===== config.mk =====
export PLATFORM = sky130hd
export DESIGN_NAME = alu_share_arb
export DESIGN_NICKNAME = d
export VERILOG_FILES = /design/src/rtl/alu_pkg.sv /design/src/rtl/rr_arb2.sv /design/src/rtl/alu_share_arb.sv
export SDC_FILE = /design/constraint.sdc
export NUM_CORES = 1
export LEC_CHECK = 0
export ABC_AREA = 1
export CAP_MARGIN = 20
export CORE_MARGIN = 5
export CORE_UTILIZATION = 44
export CTS_CLUSTER_DIAMETER = 30
export DETAILED_ROUTE_END_ITERATION = 6
export PLACE_DENSITY = 0.86
export SLEW_MARGIN = 0
export SYNTH_ARGS = -nofsm -noshare
export SYNTH_HDL_FRONTEND = slang
export SYNTH_SLANG_ARGS = --single-unit
export TNS_END_PERCENT = 10

===== constraint.sdc =====
create_clock -name clk -period 1.8 [get_ports clk]
set_input_delay 0.27 -clock clk [delete_from_list [all_inputs] [get_ports clk]]
set_output_delay 0.27 -clock clk [all_outputs]
set_load 0.05 [all_outputs]

===== src/rtl/alu_pkg.sv =====
// alu_pkg: shared definitions for the shared-ALU arbiter.
//   - ALU control codes understood by the downstream combinational ALU
//   - arbiter FSM state encoding
//   - op_legal(): true for codes the ALU actually implements
package alu_pkg;

  localparam int ALU_CW = 4;

  localparam logic [ALU_CW-1:0] ALU_AND = 4'b0000;
  localparam logic [ALU_CW-1:0] ALU_OR  = 4'b0001;
  localparam logic [ALU_CW-1:0] ALU_ADD = 4'b0010;
  localparam logic [ALU_CW-1:0] ALU_SUB = 4'b0110;
  localparam logic [ALU_CW-1:0] ALU_SLT = 4'b0111;
  localparam logic [ALU_CW-1:0] ALU_NOR = 4'b1100;

  typedef enum logic [1:0] {
    S_IDLE = 2'd0,
    S_EXEC = 2'd1,
    S_RESP = 2'd2
  } state_t;

  function automatic logic op_legal(input logic [ALU_CW-1:0] op);
    case (op)
      ALU_AND, ALU_OR, ALU_ADD, ALU_SUB, ALU_SLT, ALU_NOR: op_legal = 1'b1;
      default:                                            op_legal = 1'b0;
    endcase
  endfunction

endpackage


===== src/rtl/rr_arb2.sv =====
// rr_arb2: 2-way round-robin grant.
//   req[1:0]    request lines
//   last_grant  index of the requester granted most recently
//   grant[1:0]  one-hot (or zero) grant; on a tie the requester that was not
//               granted last wins
module rr_arb2 (
  input  logic [1:0] req,
  input  logic       last_grant,
  output logic [1:0] grant
);

  always_comb begin
    grant = 2'b00;
    case (req)
      2'b01:   grant = 2'b01;
      2'b10:   grant = 2'b10;
      2'b11:   grant = last_grant ? 2'b01 : 2'b10;
      default: grant = 2'b00;
    endcase
  end

endmodule


===== src/rtl/alu_share_arb.sv =====
// alu_share_arb: shares one combinational ALU between two requesters.
//
// A request is accepted in IDLE (valid/ready), its op and operands are
// registered onto alu_ctrl/alu_data1/alu_data2, the ALU output is captured
// one cycle later (EXEC) into the owner's response registers, and the
// response is held in RESP until the owner takes it.
//
// Ports:
//   clk, rst                      clock, synchronous active-high reset
//   reqN_valid/ready/op/a/b       request channel of requester N (0,1)
//   rspN_valid/ready/result/zero/err  response channel of requester N
//   alu_data1/alu_data2/alu_ctrl  registered ALU inputs
//   alu_result/alu_zero           ALU outputs
//   busy                          FSM not in IDLE
//
// Build option: define ALU_OP_CHECK_EN to short-circuit unimplemented op
// codes straight to a response with err=1 (ALU registers untouched).
// Without it every op runs through the ALU and rspN_err is tied low.
module alu_share_arb
  import alu_pkg::*;
#(
  parameter int DW = 32,
  parameter int CW = 4
) (
  input  logic          clk,
  input  logic          rst,
  input  logic          req0_valid,
  output logic          req0_ready,
  input  logic [CW-1:0] req0_op,
  input  logic [DW-1:0] req0_a,
  input  logic [DW-1:0] req0_b,
  output logic          rsp0_valid,
  input  logic          rsp0_ready,
  output logic [DW-1:0] rsp0_result,
  output logic          rsp0_zero,
  output logic          rsp0_err,
  input  logic          req1_valid,
  output logic          req1_ready,
  input  logic [CW-1:0] req1_op,
  input  logic [DW-1:0] req1_a,
  input  logic [DW-1:0] req1_b,
  output logic          rsp1_valid,
  input  logic          rsp1_ready,
  output logic [DW-1:0] rsp1_result,
  output logic          rsp1_zero,
  output logic          rsp1_err,
  output logic [DW-1:0] alu_data1,
  output logic [DW-1:0] alu_data2,
  output logic [CW-1:0] alu_ctrl,
  input  logic [DW-1:0] alu_result,
  input  logic          alu_zero,
  output logic          busy
);

  state_t              state, state_nxt;
  logic                last_grant;
  logic                owner;
  logic [1:0]          grant;
  logic                accept;
  logic                sel;
  logic [CW-1:0]       sel_op;
  logic [DW-1:0]       sel_a, sel_b;
  logic                sel_bad;
  logic                rsp_take;

  logic [1:0]          rsp_valid_q;
  logic [1:0][DW-1:0]  rsp_result_q;
  logic [1:0]          rsp_zero_q;

  rr_arb2 u_arb (
    .req        ({req1_valid, req0_valid}),
    .last_grant (last_grant),
    .grant      (grant)
  );

  // Ready is masked during reset so nothing can be latched by a handshake
  // the reset branch would discard.
  assign req0_ready = (state == S_IDLE) && !rst && grant[0];
  assign req1_ready = (state == S_IDLE) && !rst && grant[1];
  assign accept     = req0_ready || req1_ready;

  assign sel    = grant[1];
  assign sel_op = sel ? req1_op : req0_op;
  assign sel_a  = sel ? req1_a  : req0_a;
  assign sel_b  = sel ? req1_b  : req0_b;

`ifdef ALU_OP_CHECK_EN
  assign sel_bad = !op_legal(sel_op);
`else
  assign sel_bad = 1'b0;
`endif

  assign rsp_take = (state == S_RESP) && (owner ? rsp1_ready : rsp0_ready);

  always_comb begin
    state_nxt = state;
    case (state)
      S_IDLE:  if (accept) state_nxt = sel_bad ? S_RESP : S_EXEC;
      S_EXEC:  state_nxt = S_RESP;
      S_RESP:  if (rsp_take) state_nxt = S_IDLE;
      default: state_nxt = S_IDLE;
    endcase
  end

`ifdef ALU_OP_CHECK_EN
  logic [1:0] rsp_err_q;
`endif

  always_ff @(posedge clk) begin
    if (rst) begin
      state        <= S_IDLE;
      last_grant   <= 1'b1;  // requester 0 wins the first tie
      owner        <= 1'b0;
      alu_data1    <= '0;
      alu_data2    <= '0;
      alu_ctrl     <= '0;
      rsp_valid_q  <= '0;
      rsp_result_q <= '0;
      rsp_zero_q   <= '0;
`ifdef ALU_OP_CHECK_EN
      rsp_err_q    <= '0;
`endif
    end else begin
      state <= state_nxt;
      if (accept) begin
        owner      <= sel;
        last_grant <= sel;
        if (!sel_bad) begin
          alu_ctrl  <= sel_op;
          alu_data1 <= sel_a;
          alu_data2 <= sel_b;
        end
`ifdef ALU_OP_CHECK_EN
        else begin
          // Illegal op: answer immediately, ALU inputs keep the last legal op.
          rsp_valid_q[sel]  <= 1'b1;
          rsp_result_q[sel] <= '0;
          rsp_zero_q[sel]   <= 1'b1;
          rsp_err_q[sel]    <= 1'b1;
        end
`endif
      end
      if (state == S_EXEC) begin
        rsp_valid_q[owner]  <= 1'b1;
        rsp_result_q[owner] <= alu_result;
        rsp_zero_q[owner]   <= alu_zero;
`ifdef ALU_OP_CHECK_EN
        rsp_err_q[owner]    <= 1'b0;
`endif
      end
      if (rsp_take) begin
        rsp_valid_q[owner] <= 1'b0;
`ifdef ALU_OP_CHECK_EN
        rsp_err_q[owner]   <= 1'b0;
`endif
      end
    end
  end

  assign rsp0_valid  = rsp_valid_q[0];
  assign rsp1_valid  = rsp_valid_q[1];
  assign rsp0_result = rsp_result_q[0];
  assign rsp1_result = rsp_result_q[1];
  assign rsp0_zero   = rsp_zero_q[0];
  assign rsp1_zero   = rsp_zero_q[1];
`ifdef ALU_OP_CHECK_EN
  assign rsp0_err    = rsp_err_q[0];
  assign rsp1_err    = rsp_err_q[1];
`else
  assign rsp0_err    = 1'b0;
  assign rsp1_err    = 1'b0;
`endif

  assign busy = (state != S_IDLE);

endmodule


### Yosys cells after proc, flatten, opt, wreduce, memory -nomap -nowiden

Cells that the tools add are included.

* bits in registers: 140
* input bits: 175
* output and inout bits: 141
* logic and storage cells: 50

* magnitude comparators: 2
* equality and inequality tests: 7
* mux-type cells: 18
* bitwise gates (word level): 3
* reduce and logical (&&, ||, !) cells: 10

Operators with widths (number)
* two-way mux 32 bit: 3
* bitwise mux 64 bit: 1
* demux 32 bit (select 1 bit): 1
* two-way mux 2 bit: 6
* case mux 2 bit (3 select lines): 2
* == test 2 bit, second input constant: 3
* logical AND 1 bit: 5
* == test 2 x 1 -> 1 bit, second input constant: 2
* two-way mux 4 bit: 1
* inequality test 2 bit, second input constant: 2
* AND 2 bit: 1
* bitwise mux 2 bit: 1
* zero test 2 bit: 1
* < comparator 1 x 2 -> 1 bit, second input constant: 1
* two-way mux 1 bit: 2
* NOT 2 bit: 1
* bitwise OR 2 bit: 1
* AND reduction 2 bit: 1
* nonzero test 2 bit: 1
* demux 1 bit (select 1 bit): 1
* >= comparator 1 bit, second input constant: 1
* zero test 1 bit: 1
* logical OR 1 bit: 1

### Longest topological paths before layout

* depth after elaboration: 9
* gate-level depth with buffers: 8
* mapped depth without buffers: 7

### Hierarchy

From an unflattened synthesis, not the netlist that was laid out.

* cells, all modules: 989
* area total of the unflattened synthesis: 6466.2 um^2

By module, submodules not included
* alu_share_arb: instances 1, cells an instance 984, area an instance 6444.9 um^2, sequential area each 2802.7 um^2
* rr_arb2: instances 1, cells an instance 5, area an instance 21.3 um^2, sequential area each 0.0 um^2

### Worst setup path after synthesis

OpenSTA, ideal clock, no wires.

* path type: reg-to-output
* start: register state[1]
* end: output port req0_ready
* arrival: 1.592 ns
* required time: 1.530 ns
* slack: -0.062 ns
* cell stages (with the launch flop): 7
* buffers on the path: 1
* path through: dfxtp_1 > inv_1 > nand2_1 > nor2_2 > nand2_1 > buf_2 > inv_1

* word-level cells in the longest chain between the ends: 3

RTL lines
* start, declared: RTL line alu_share_arb.sv:55 `state_t state, state_nxt;`
* start signal, assigned: RTL line alu_share_arb.sv:124 `state <= state_nxt;`
* zero test 2 bit: RTL line alu_share_arb.sv:78 `assign req0_ready = (state == S_IDLE) && !rst && grant[0];`
* logical AND 1 bit (2 in series): RTL line alu_share_arb.sv:78
* end, declared: RTL line alu_share_arb.sv:28 `output logic req0_ready,`

No other way between the ends.

### Worst setup path in the final report

* start: register state[0]
* end: output port req0_ready

Same word-level chain as after synthesis.

==> flow_summary.ini <==
[place]
gp_congestion = 0.876
post-dp-hpwl_microns = 16300
io_buffers = 313

[synthesis]
synth_top_area_cell = dfxtp_1
syn_inst = 1001
synth-edff-count = 0
ys.flop_type = dfxtp_1
synth-seq-area-share_pct = 43.4
syn_area_per_cell_sq_um = 6.45
synth_area_leaders = dfxtp_1, nand2_1, nand3_1
ys_types = 19
yosys_warnings = 0
yosysMostFrequentCell = nand2_1
synth_top_family_by_area = simple AND/OR/NAND/NOR gates
synth_fa_ha_area_share_pct = 0
syn_area_sq_mm = 0.00645
synth.top_cells.by_count = nand2_1, nand3_1, dfxtp_1, nor2_1, inv_1
async_flop_share_pct = 0
synthMuxAreaShare_pct = 0
ys_ff_latch = 140
synth-simple-area-share_pct = 40.6
synth_top_area_share_pct = 43.4
synth_compound_area_share_pct = 5.91
synth_xor_area_share_pct = 0

[clock_tree]
cts_root_buffer = clkbuf_16
clk_path_buf_depth = 2
clock_sinks = 140
clk_pin_slew_ps = 60
hold_buffers = 0
insertion_delay_ps = 420
cts_tree = built
cts_max_level = 4
numCtsBuffers = 17

[setup_path]
crit_type = register to output port
crit_arrival_ps = 1450
required_ps = 1530
r2r-start = state[0]
r2r_cells = 9
critPathCaptureType = output port
worstPathMaxFanout = 6
startpoint_type = register
reg2reg_to = alu_ctrl[2]
rrSetupSlack_ps = 310

[final_layout]
seq_area_sq_mm = 0.00280
fillers = 1194
fin_nets = 1470
drive_above_1_share_pct = 10.9
multi_input_area_sq_mm = 0.00305
area_growth_pct = 58.9

[grt]
grt_first_pass_wirelength_microns = 34400
grt_max_degree = 50
grt_pass1_vias = 6963
antenna_found_initial = 2
overflow = 0
gr-usage-all-layers_pct = 25.3

[sta]
final.period_utilization_pct = 95.8
final-max-slew-violation-count = 0
hold_viol = 0
tightest_slew_ps = 540
finClkSkew_ps = 9.49
holdWs_ps = 381
max-slew-margin-rel_pct = 64.1
finalSetupTns_ps = 0
setup_viol = 0
max_freq_ghz = 0.580
min_period_ps = 1720

[route]
routedWlPerCell_microns = 15.1
drtIter0Drc = 414
num_vias = 7434
drc = 0
wl_microns = 22500
drt_first_pass_iters = 5
antenna_left = 0
avgViaCountPerCell = 4.98

[worst_hold_path]
min_path_cells = 4
hp-class = input pin to register
holdCritStartpoint = rst
hold_end = alu_data2[10]

[floorplanning]
pin_count = 316
die_x_microns = 131
start_util_pct = 44.6
core-area_sq_mm = 0.0145
fp-row-count = 44
dieArea_sq_mm = 0.0172
die_height_microns = 131

[power]
power_density_mw_per_mm2 = 946
ir_worst_vdd_mv = 0.592
clkPwrFrac_pct = 33.6
power.internal_mw = 6.32
p_comb_share_pct = 30.5
p_sw_mw = 3.38
cellLeakagePower_nw = 5.06
p_sw_share_pct = 34.9
seq_power_share_pct = 36.0

[job]
cap_violations = 0

[outcome]
status = finished, final reports clean
per-stage QoR:
stage                     setup slack (ps)  utilization [%]  cell area (sq um)  power [mW]  std cells
after global placement               -34.1             67.3               9740        6.53       1454
after global routing                 -12.5             70.8              10300        10.2       1492
after detailed placement             -66.8             67.3               9740        6.57       1454
after floorplan                      -54.3                -               6460        5.38       1002
final                                 76.5             70.8              10300        9.70       1493
after CTS                            -51.1             70.5              10200        9.75       1486
logic make-up (layout without fill, tap and decap cells):
logic type             count (synthesis)  count (layout)
DFF                                  140             140
other                                  1               3
buffers and inverters                159             465
AOI/OAI and AO/OA                     73              73
and+or+nand+nor                      628             628
per-layer routing:
layer  vias to the layer above  GRT usage (%)  wire [microns]
met3                        53           10.7            2840
met2                       313           43.0           10900
met5                         -              0              29
met1                      3323           27.4            7950
met4                         4           11.1             774
li1                       3741              -               -
layout by cell type (no fill, tap or decap), drive strengths merged:
| cell | instances |
|---|---|
| a21oi | 69 |
| a31oi | 1 |
| buf | 99 |
| bufinv | 1 |
| clkbuf | 18 |
| clkdlybuf4s50 | 173 |
| clkinv | 8 |
| clkinvlp | 6 |
| conb | 2 |
| dfxtp | 140 |
| diode | 1 |
| dlygate4sd2 | 81 |
| inv | 79 |
| nand2 | 283 |
| nand3 | 205 |
| nor2 | 140 |
| o21ai | 3 |
registers in the layout (all words and copies together), names as in the netlist, 2 cells and up, named ones only:
| signal | cells |
|---|---|
| rsp0_result | 32 |
| state | 2 |
| alu_data2 | 32 |
| alu_data1 | 32 |
| rsp_zero_q | 2 |
| alu_ctrl | 4 |
| rsp1_result | 32 |
power by group through the flow:
stage | Sequential (mW) | Clock, mW | Combinational (mW)
final | 3.49 | 3.26 | 2.95
after global placement | 3.55 | 0 | 2.98
after floorplan | 4.40 | 0 | 0.976
after global routing | 3.52 | 3.47 | 3.19
after CTS | 3.49 | 3.31 | 2.95
after detailed placement | 3.56 | 0 | 3.02
worst max-delay path, stage by stage (launching register included):
cell and delay [ps]:
dfxtp_1 320, inv_2 70, nand2_1 100, nor2_4 210, nand2_4 110, clkinvlp_4 90
buf_12 130
final cells by class:
cell class              instances  share of cell area [%]
clock inverters                14                    1.20
repair buffers                353                    32.4
diodes                          1                  0.0244
inverters                      80                    2.96
flip-flops and latches        140                    27.3
well taps                     184                    2.24
clock buffers                  18                    4.18
multi-input cells             703                    29.7
worst max path at each step:
stage	startpoint	slack, ps	cells after the start	endpoint
floorplan	state[1]	-50	6	req1_ready
global placement	req1_valid	-30	9	alu_data2[20]
detailed placement	req1_valid	-70	9	alu_data1[4]
CTS	req1_valid	-50	6	req1_ready
global route	state[1]	-10	6	req0_ready
finish	state[0]	80	6	req0_ready
what timing repair did:
action / CTS / global route
setup buffers: 0 / 6
gates resized for setup: 83 / 2
pin swaps: 0 / 2
setup endpoints to repair: 83 / 2
cloned: 0 / 0
Note: power is estimated with default switching activity, not from simulation.
